--- src/rtl/mem_arbiter.sv ---
// rtl/mem_arbiter.sv - two-requester round-robin arbiter in front of a single-port synchronous RAM
// One transaction in flight at a time; Gnt/Done/mem_* are all registered outputs of the FSM.
module mem_arbiter #(
    parameter int DW = 16,
    parameter int AW = 8
) (
    input  logic          i_clock,
    input  logic          i_reset,
    input  logic          i_req0,
    input  logic          i_req1,
    input  logic [AW-1:0] i_addr0,
    input  logic [AW-1:0] i_addr1,
    input  logic [DW-1:0] i_wdata0,
    input  logic [DW-1:0] i_wdata1,
    input  logic          i_w0,
    input  logic          i_w1,
    output logic          o_gnt0,
    output logic          o_gnt1,
    output logic          o_done0,
    output logic          o_done1,
    output logic [DW-1:0] o_rdata,
    output logic [AW-1:0] o_mem_addr,
    output logic [DW-1:0] o_mem_data,
    output logic          o_mem_wren,
    input  logic [DW-1:0] i_mem_q
);

    typedef enum logic [1:0] {
        ST_IDLE   = 2'd0,
        ST_ACCESS = 2'd1,
        ST_WAITQ  = 2'd2,
        ST_RESP   = 2'd3
    } state_t;

    state_t        r_state;
    logic          r_last;
    logic          r_owner;
    logic          r_w;
    logic          r_gnt0;
    logic          r_gnt1;
    logic          r_done0;
    logic          r_done1;
    logic [DW-1:0] r_rdata;
    logic [AW-1:0] r_mem_addr;
    logic [DW-1:0] r_mem_data;
    logic          r_mem_wren;

    logic          w_pick1;
    logic          w_any_req;
    logic          w_win_w;

    // Requester 1 wins alone, or on a tie when requester 0 was served last.
    assign w_any_req = i_req0 | i_req1;
    assign w_pick1   = i_req1 & (~i_req0 | ~r_last);
    assign w_win_w   = w_pick1 ? i_w1 : i_w0;

    always_ff @(posedge i_clock) begin
        if (i_reset) begin
            r_state    <= ST_IDLE;
            r_last     <= 1'b1;
            r_owner    <= 1'b0;
            r_w        <= 1'b0;
            r_gnt0     <= 1'b0;
            r_gnt1     <= 1'b0;
            r_done0    <= 1'b0;
            r_done1    <= 1'b0;
            r_rdata    <= '0;
            r_mem_addr <= '0;
            r_mem_data <= '0;
            r_mem_wren <= 1'b0;
        end else begin
            case (r_state)
                ST_IDLE: begin
                    r_done0 <= 1'b0;
                    r_done1 <= 1'b0;
                    if (w_any_req) begin
                        r_owner    <= w_pick1;
                        r_last     <= w_pick1;
                        r_w        <= w_win_w;
                        r_mem_addr <= w_pick1 ? i_addr1 : i_addr0;
                        r_mem_data <= w_pick1 ? i_wdata1 : i_wdata0;
                        r_mem_wren <= w_win_w;
                        r_gnt0     <= ~w_pick1;
                        r_gnt1     <= w_pick1;
                        r_state    <= ST_ACCESS;
                    end
                end
                ST_ACCESS: begin
                    r_mem_wren <= 1'b0;
                    if (r_w) begin
                        r_done0 <= ~r_owner;
                        r_done1 <= r_owner;
                        r_state <= ST_RESP;
                    end else begin
                        r_state <= ST_WAITQ;
                    end
                end
                ST_WAITQ: begin
                    // RAM output reflects the address presented during ACCESS.
                    r_rdata <= i_mem_q;
                    r_done0 <= ~r_owner;
                    r_done1 <= r_owner;
                    r_state <= ST_RESP;
                end
                ST_RESP: begin
                    r_done0 <= 1'b0;
                    r_done1 <= 1'b0;
                    r_gnt0  <= 1'b0;
                    r_gnt1  <= 1'b0;
                    r_state <= ST_IDLE;
                end
                default: begin
                    r_state <= ST_IDLE;
                end
            endcase
        end
    end

    assign o_gnt0     = r_gnt0;
    assign o_gnt1     = r_gnt1;
    assign o_done0    = r_done0;
    assign o_done1    = r_done1;
    assign o_rdata    = r_rdata;
    assign o_mem_addr = r_mem_addr;
    assign o_mem_data = r_mem_data;
    assign o_mem_wren = r_mem_wren;

endmodule

--- config.mk ---
export PLATFORM = sky130hd
export DESIGN_NAME = mem_arbiter
export DESIGN_NICKNAME = d
export VERILOG_FILES = /design/src/rtl/mem_arbiter.sv
export SDC_FILE = /design/constraint.sdc
export NUM_CORES = 1
export LEC_CHECK = 0
export ABC_AREA = 1
export CAP_MARGIN = 20
export CELL_PAD_IN_SITES_DETAIL_PLACEMENT = 1
export CELL_PAD_IN_SITES_GLOBAL_PLACEMENT = 1
export CORE_MARGIN = 2
export CORE_UTILIZATION = 24
export CTS_BUF_LIST = sky130_fd_sc_hd__clkbuf_2 sky130_fd_sc_hd__clkbuf_4 sky130_fd_sc_hd__clkbuf_8
export DETAILED_ROUTE_END_ITERATION = 8
export GPL_TIMING_DRIVEN = 0
export HOLD_SLACK_MARGIN = 0.1
export PLACE_DENSITY = 0.77
export SLEW_MARGIN = 30
export SYNTH_ARGS = -nofsm -noshare
export SYNTH_HDL_FRONTEND = slang
export SYNTH_SLANG_ARGS = --single-unit
--- constraint.sdc ---
create_clock -name i_clock -period 1.45 [get_ports i_clock]
set_input_delay 0.145 -clock i_clock [delete_from_list [all_inputs] [get_ports i_clock]]
set_output_delay 0.145 -clock i_clock [all_outputs]
set_load 0.1 [all_outputs]
==> results.md <==
- The longest clock path from root to sink contains 2 buffers.
- Dividing the synthesized area by the synthesized cell count gives 6.51 µm².
- The number of antenna violations at the first check in global routing was 0.
- From synthesis to final layout, the design area changed by 70.5%.
- Following the worst setup path forward leads to its endpoint at o_mem_wren.
- The final-report max-slew violation count is 0.
- The count of TritonRoute iterations in the first routing pass is 4.
- The number of different library cells used by synthesis comes to 14.
- STA puts the critical path data required time at around 1.3 ns.
- The final hold violation count was 0.
- The internal portion of the total power is 3.88 mW.
- The share of the clock period used by the worst path is 0.957.
- For the pin with the worst max-slew slack, the measured transition is ~0.57 ns.
- The congestion estimate from routability-driven global placement came to 0.781.
- The via count of the first global-routing pass is about 2600.
- Timing analysis after detailed placement gives a worst setup slack of -0.353 ns.
- The filler cell count is 1154.
- The switching power total is around 5.5 mW.
- Along the worst path, the maximum fanout reaches 3.
- The starting density of the core is 0.246.
- The compound-gate portion of the synthesized area is 0.116.
- Counting every sink on the clock net gives 50.
- The worst register-to-register path has a depth of 9.
- Derived from the worst setup path, the maximum achievable clock frequency is 0.721 GHz.
- Setup slack on the worst reg-to-reg path comes out at 0.08 ns.
- The largest stage delay on the critical path is 0.58 ns.
- Detailed placement finished with a half-perimeter wire length of 5920 µm.
- The number of diodes is 0.
- The kind of cell with the highest combined delay along the critical path is buffers and inverters.
- Entering global routing, the biggest net connects 17 pins.
- The flow ran to the end, and the final reports show no timing, DRC or antenna violations.
- Buffers inserted during clock tree synthesis total 5.
- The synthesized netlist occupies a cell area of 0.00225 mm².
- The total design power is 9.35 mW.
- For this run, the register share of the synthesized area comes to 0.445.
- The library cell contributing the largest single delay on the critical path is clkdlybuf4s15_2.
- The signal arrival time at the worst endpoint is between 1 and 1.5 ns.
- The normalized max-slew margin is 0.622.
- The register bit count reported by yosys is 50.
- After technology mapping, the gate count stands at 345.
- In this run the critical register-to-register path is launched from r_state[1].
- The shortest clock period the worst path allows after layout is around 1.4 ns.
- The critical path is of the reg2out type.
- The first-pass GRT wire length is 12600 µm.
- The total wire length after detailed routing is a little over 8000 µm.
- The overall routing resource usage is 0.155.
- The critical path goes through clkdlybuf4s15_2.
- Setup slack closes at 0.0623 ns.
- The area of the die is 0.0102 mm².
- After detailed placement, the design holds a cell count of 570.
- After detailed routing, the number of remaining DRC violations is 0.
- For this run, the number of Yosys warnings is 0.
- Across the VDD grid, the largest voltage drop is about 0.0010 V.
- The final layout contains 550 nets.
- In this run the horizontal extent of the chip is just over 100 µm.
- Of the total synthesized cell area, the portion taken by AND, OR, NAND and NOR gates is 0.317.
- Dividing the detail-routed wire length by the instance count gives approximately 14 µm.
- The root buffer cell chosen for the clock tree is clkbuf_8.
- The non-filler instance count after layout is 587.
- The analysis attributes to cell leakage a power of about 1.8 nW.
- The vertical die dimension is 101 µm.
- The number of standard-cell rows in the floorplan is 35.
- For this design the top-level I/O count stands at 115.
- The part of the total power dissipated in combinational logic is 0.673.
- The post-route setup TNS is 0 ns.
- Of the total synthesized cell area, the portion taken by XOR and XNOR cells is 0.
- Setup violations remaining at the end of the flow were counted as 0.
- Input and output buffers added on the ports amount to 114.
- The worst clock skew is 0.00933 ns.
- The detailed router finished its first iteration with 27 violations.
- The TritonCTS clock tree is yes.
- Dividing the detail-routed via count by the number of cells gives 4.38.
- The clock transition at the registers of the reported paths is 0.10 ns.
- The endpoint identified for the worst register-to-register timing path is o_mem_wren.
- Of the total power, registers draw 0.231.
- STA classifies the critical path endpoint as a primary output.
- The number of nets produced by synthesis is 420.
- In this run the worst setup path begins at o_mem_wren.
- In this run the worst hold path is classified as in2reg.
- The total number of H-tree levels is 2.
- The worst-skew pair later-pin latency is approximately 0.31 ns.
- The largest family of logic cells by synthesized area is simple AND/OR/NAND/NOR gates.
- The part of the power in the clock network is 0.096.
- The switching share of power is 0.585.
- In this run the power density over the cells is 2440 mW/mm².
- The sum of overflow across all layers after global routing is 0.
- Max-cap violations in this run came to 0.
- Of the post-synthesis cell area, the part taken by muxes is 0.
- The worst path buffer plus inverter count is 1.
- In this run the number of cells on the critical path is 1.
- Of the total synthesized cell area, the portion taken by full adders, half adders and majority gates is 0.0278.
- After clock tree synthesis, the flow added hold-fix buffers numbering 0.
- The final antenna-violating net count is 0.
- The fraction of layout instances using a drive strength above 1 is 0.187.
- Summing over every cut layer, the via total after detailed routing is 2572.
- The region available for standard cell placement spans ~0.0092 mm².
- The startpoint type of the worst setup path is a flip-flop.
## worst register-to-register path, delay by kind of cell (launching register included)
| kind | cells | cell delay (ns) |
|---|---|---|
| AND/OR/NAND/NOR | 2 | 0.10 |
| buffers and inverters | 5 | 0.54 |
| flip-flops | 1 | 0.37 |
| AO/OA/AOI/OAI | 1 | 0.13 |
| adder cells (fa/ha/maj) | 1 | 0.16 |
## cell usage after synthesis
| library cell | instances | share of area |
|---|---|---|
| a21oi_1 | 7 | 0.016 |
| buf_1 | 1 | 0.0017 |
| buf_2 | 9 | 0.020 |
| buf_4 | 1 | 0.0033 |
| clkbuf_1 | 5 | 0.0084 |
| dfxtp_1 | 50 | 0.45 |
| ha_1 | 5 | 0.028 |
| inv_1 | 36 | 0.060 |
| nand2_1 | 68 | 0.11 |
| nand3_1 | 8 | 0.018 |
| nor2_1 | 108 | 0.18 |
| nor2_2 | 2 | 0.0056 |
| o21ai_0 | 36 | 0.080 |
| o21ai_1 | 9 | 0.020 |
## kinds of logic after synthesis
logic type / count (synthesis)
AO/OA/AOI/OAI: 52
buffers and inverters: 52
AND/OR/NAND/NOR: 186
flip-flops: 50
adder cells (fa/ha/maj): 5
## worst min path at each step
stage / start / to / slack [ns] / cells past startpoint
global placement: r_last / r_last / 0.45 / 2
floorplan: i_reset / r_owner / 0.21 / 1
detailed placement: r_last / r_last / 0.45 / 2
CTS: i_mem_q[13] / o_rdata[13] / 0.40 / 3
global route: i_mem_q[13] / o_rdata[13] / 0.42 / 3
finish: i_mem_q[7] / o_rdata[7] / 0.41 / 3
## flip-flops by register name (all words and copies together), names as in the netlist
signal	cells
o_gnt0	1
o_mem_wren	1
o_done1	1
r_w	1
o_done0	1
o_mem_addr	8
o_gnt1	1
r_last	1
r_state	2
o_mem_data	16
r_owner	1
o_rdata	16
## final cells by class
type                    instances  area [µm²]  share of cell area
well taps                     111         139              0.0363
clock inverters                 2        16.3             0.00425
multi-input cells             243        1060               0.277
plain buffers                  16         114              0.0297
repair buffers                123        1270               0.333
flip-flops and latches         50        1010               0.263
inverters                      36         138              0.0359
clock buffers                   6        82.6              0.0216
## stage by stage
step / hold WS, ns / area, µm² / utilization
finish: 0.414 / 3830 / 0.419
global placement: 0.448 / 3530 / 0.385
floorplan: 0.214 / 2250 / -
CTS: 0.404 / 3720 / 0.406
global route: 0.416 / 3830 / 0.419
detailed placement: 0.451 / 3530 / 0.385
## what timing repair did
| action | CTS | global route |
|---|---|---|
| cloned | 0 | 4 |
| setup endpoints to repair | 84 | 42 |
| setup buffers | 0 | 5 |
| pin swaps | 0 | 2 |
| gates resized for setup | 152 | 17 |
## power by group through the flow
| stage | sequential (mW) | clock (mW) | combinational, mW |
|---|---|---|---|
| global placement | 2.15 | 0 | 5.93 |
| detailed placement | 2.17 | 0 | 6.02 |
| CTS | 2.15 | 0.943 | 6.02 |
| finish | 2.16 | 0.894 | 6.30 |
| global route | 2.23 | 0.998 | 6.66 |
| floorplan | 5.35 | 0 | 1.27 |
## layer usage
layer	vias to the layer above	track usage	part of all wire
met5	-	0	0
met4	0	0.0327	0.0088
met3	9	0.0465	0.070
met2	80	0.275	0.49
met1	1175	0.184	0.43
li1	1308	-	-
## layout by cell type, fill, tap and decap left out
master and instances:
clkdlybuf4s15_2 45, nor2_2 3, clkbuf_2 4, buf_12 1
dfxtp_2 1, o21ai_0 36, ha_4 1, nor2_4 1
inv_4 1, clkdlybuf4s50_1 69, a21oi_1 7, o21ai_1 9
ha_2 1, buf_2 7, inv_1 33, inv_2 2
buf_4 7, nor2_1 106, inv_6 1, ha_1 3
clkbuf_4 1, nand2_1 68, buf_6 5, dfxtp_1 48
clkbuf_8 6, dfxtp_4 1, nand3_1 8, clkinvlp_4 1
Power figures use the tool's default switching activity.
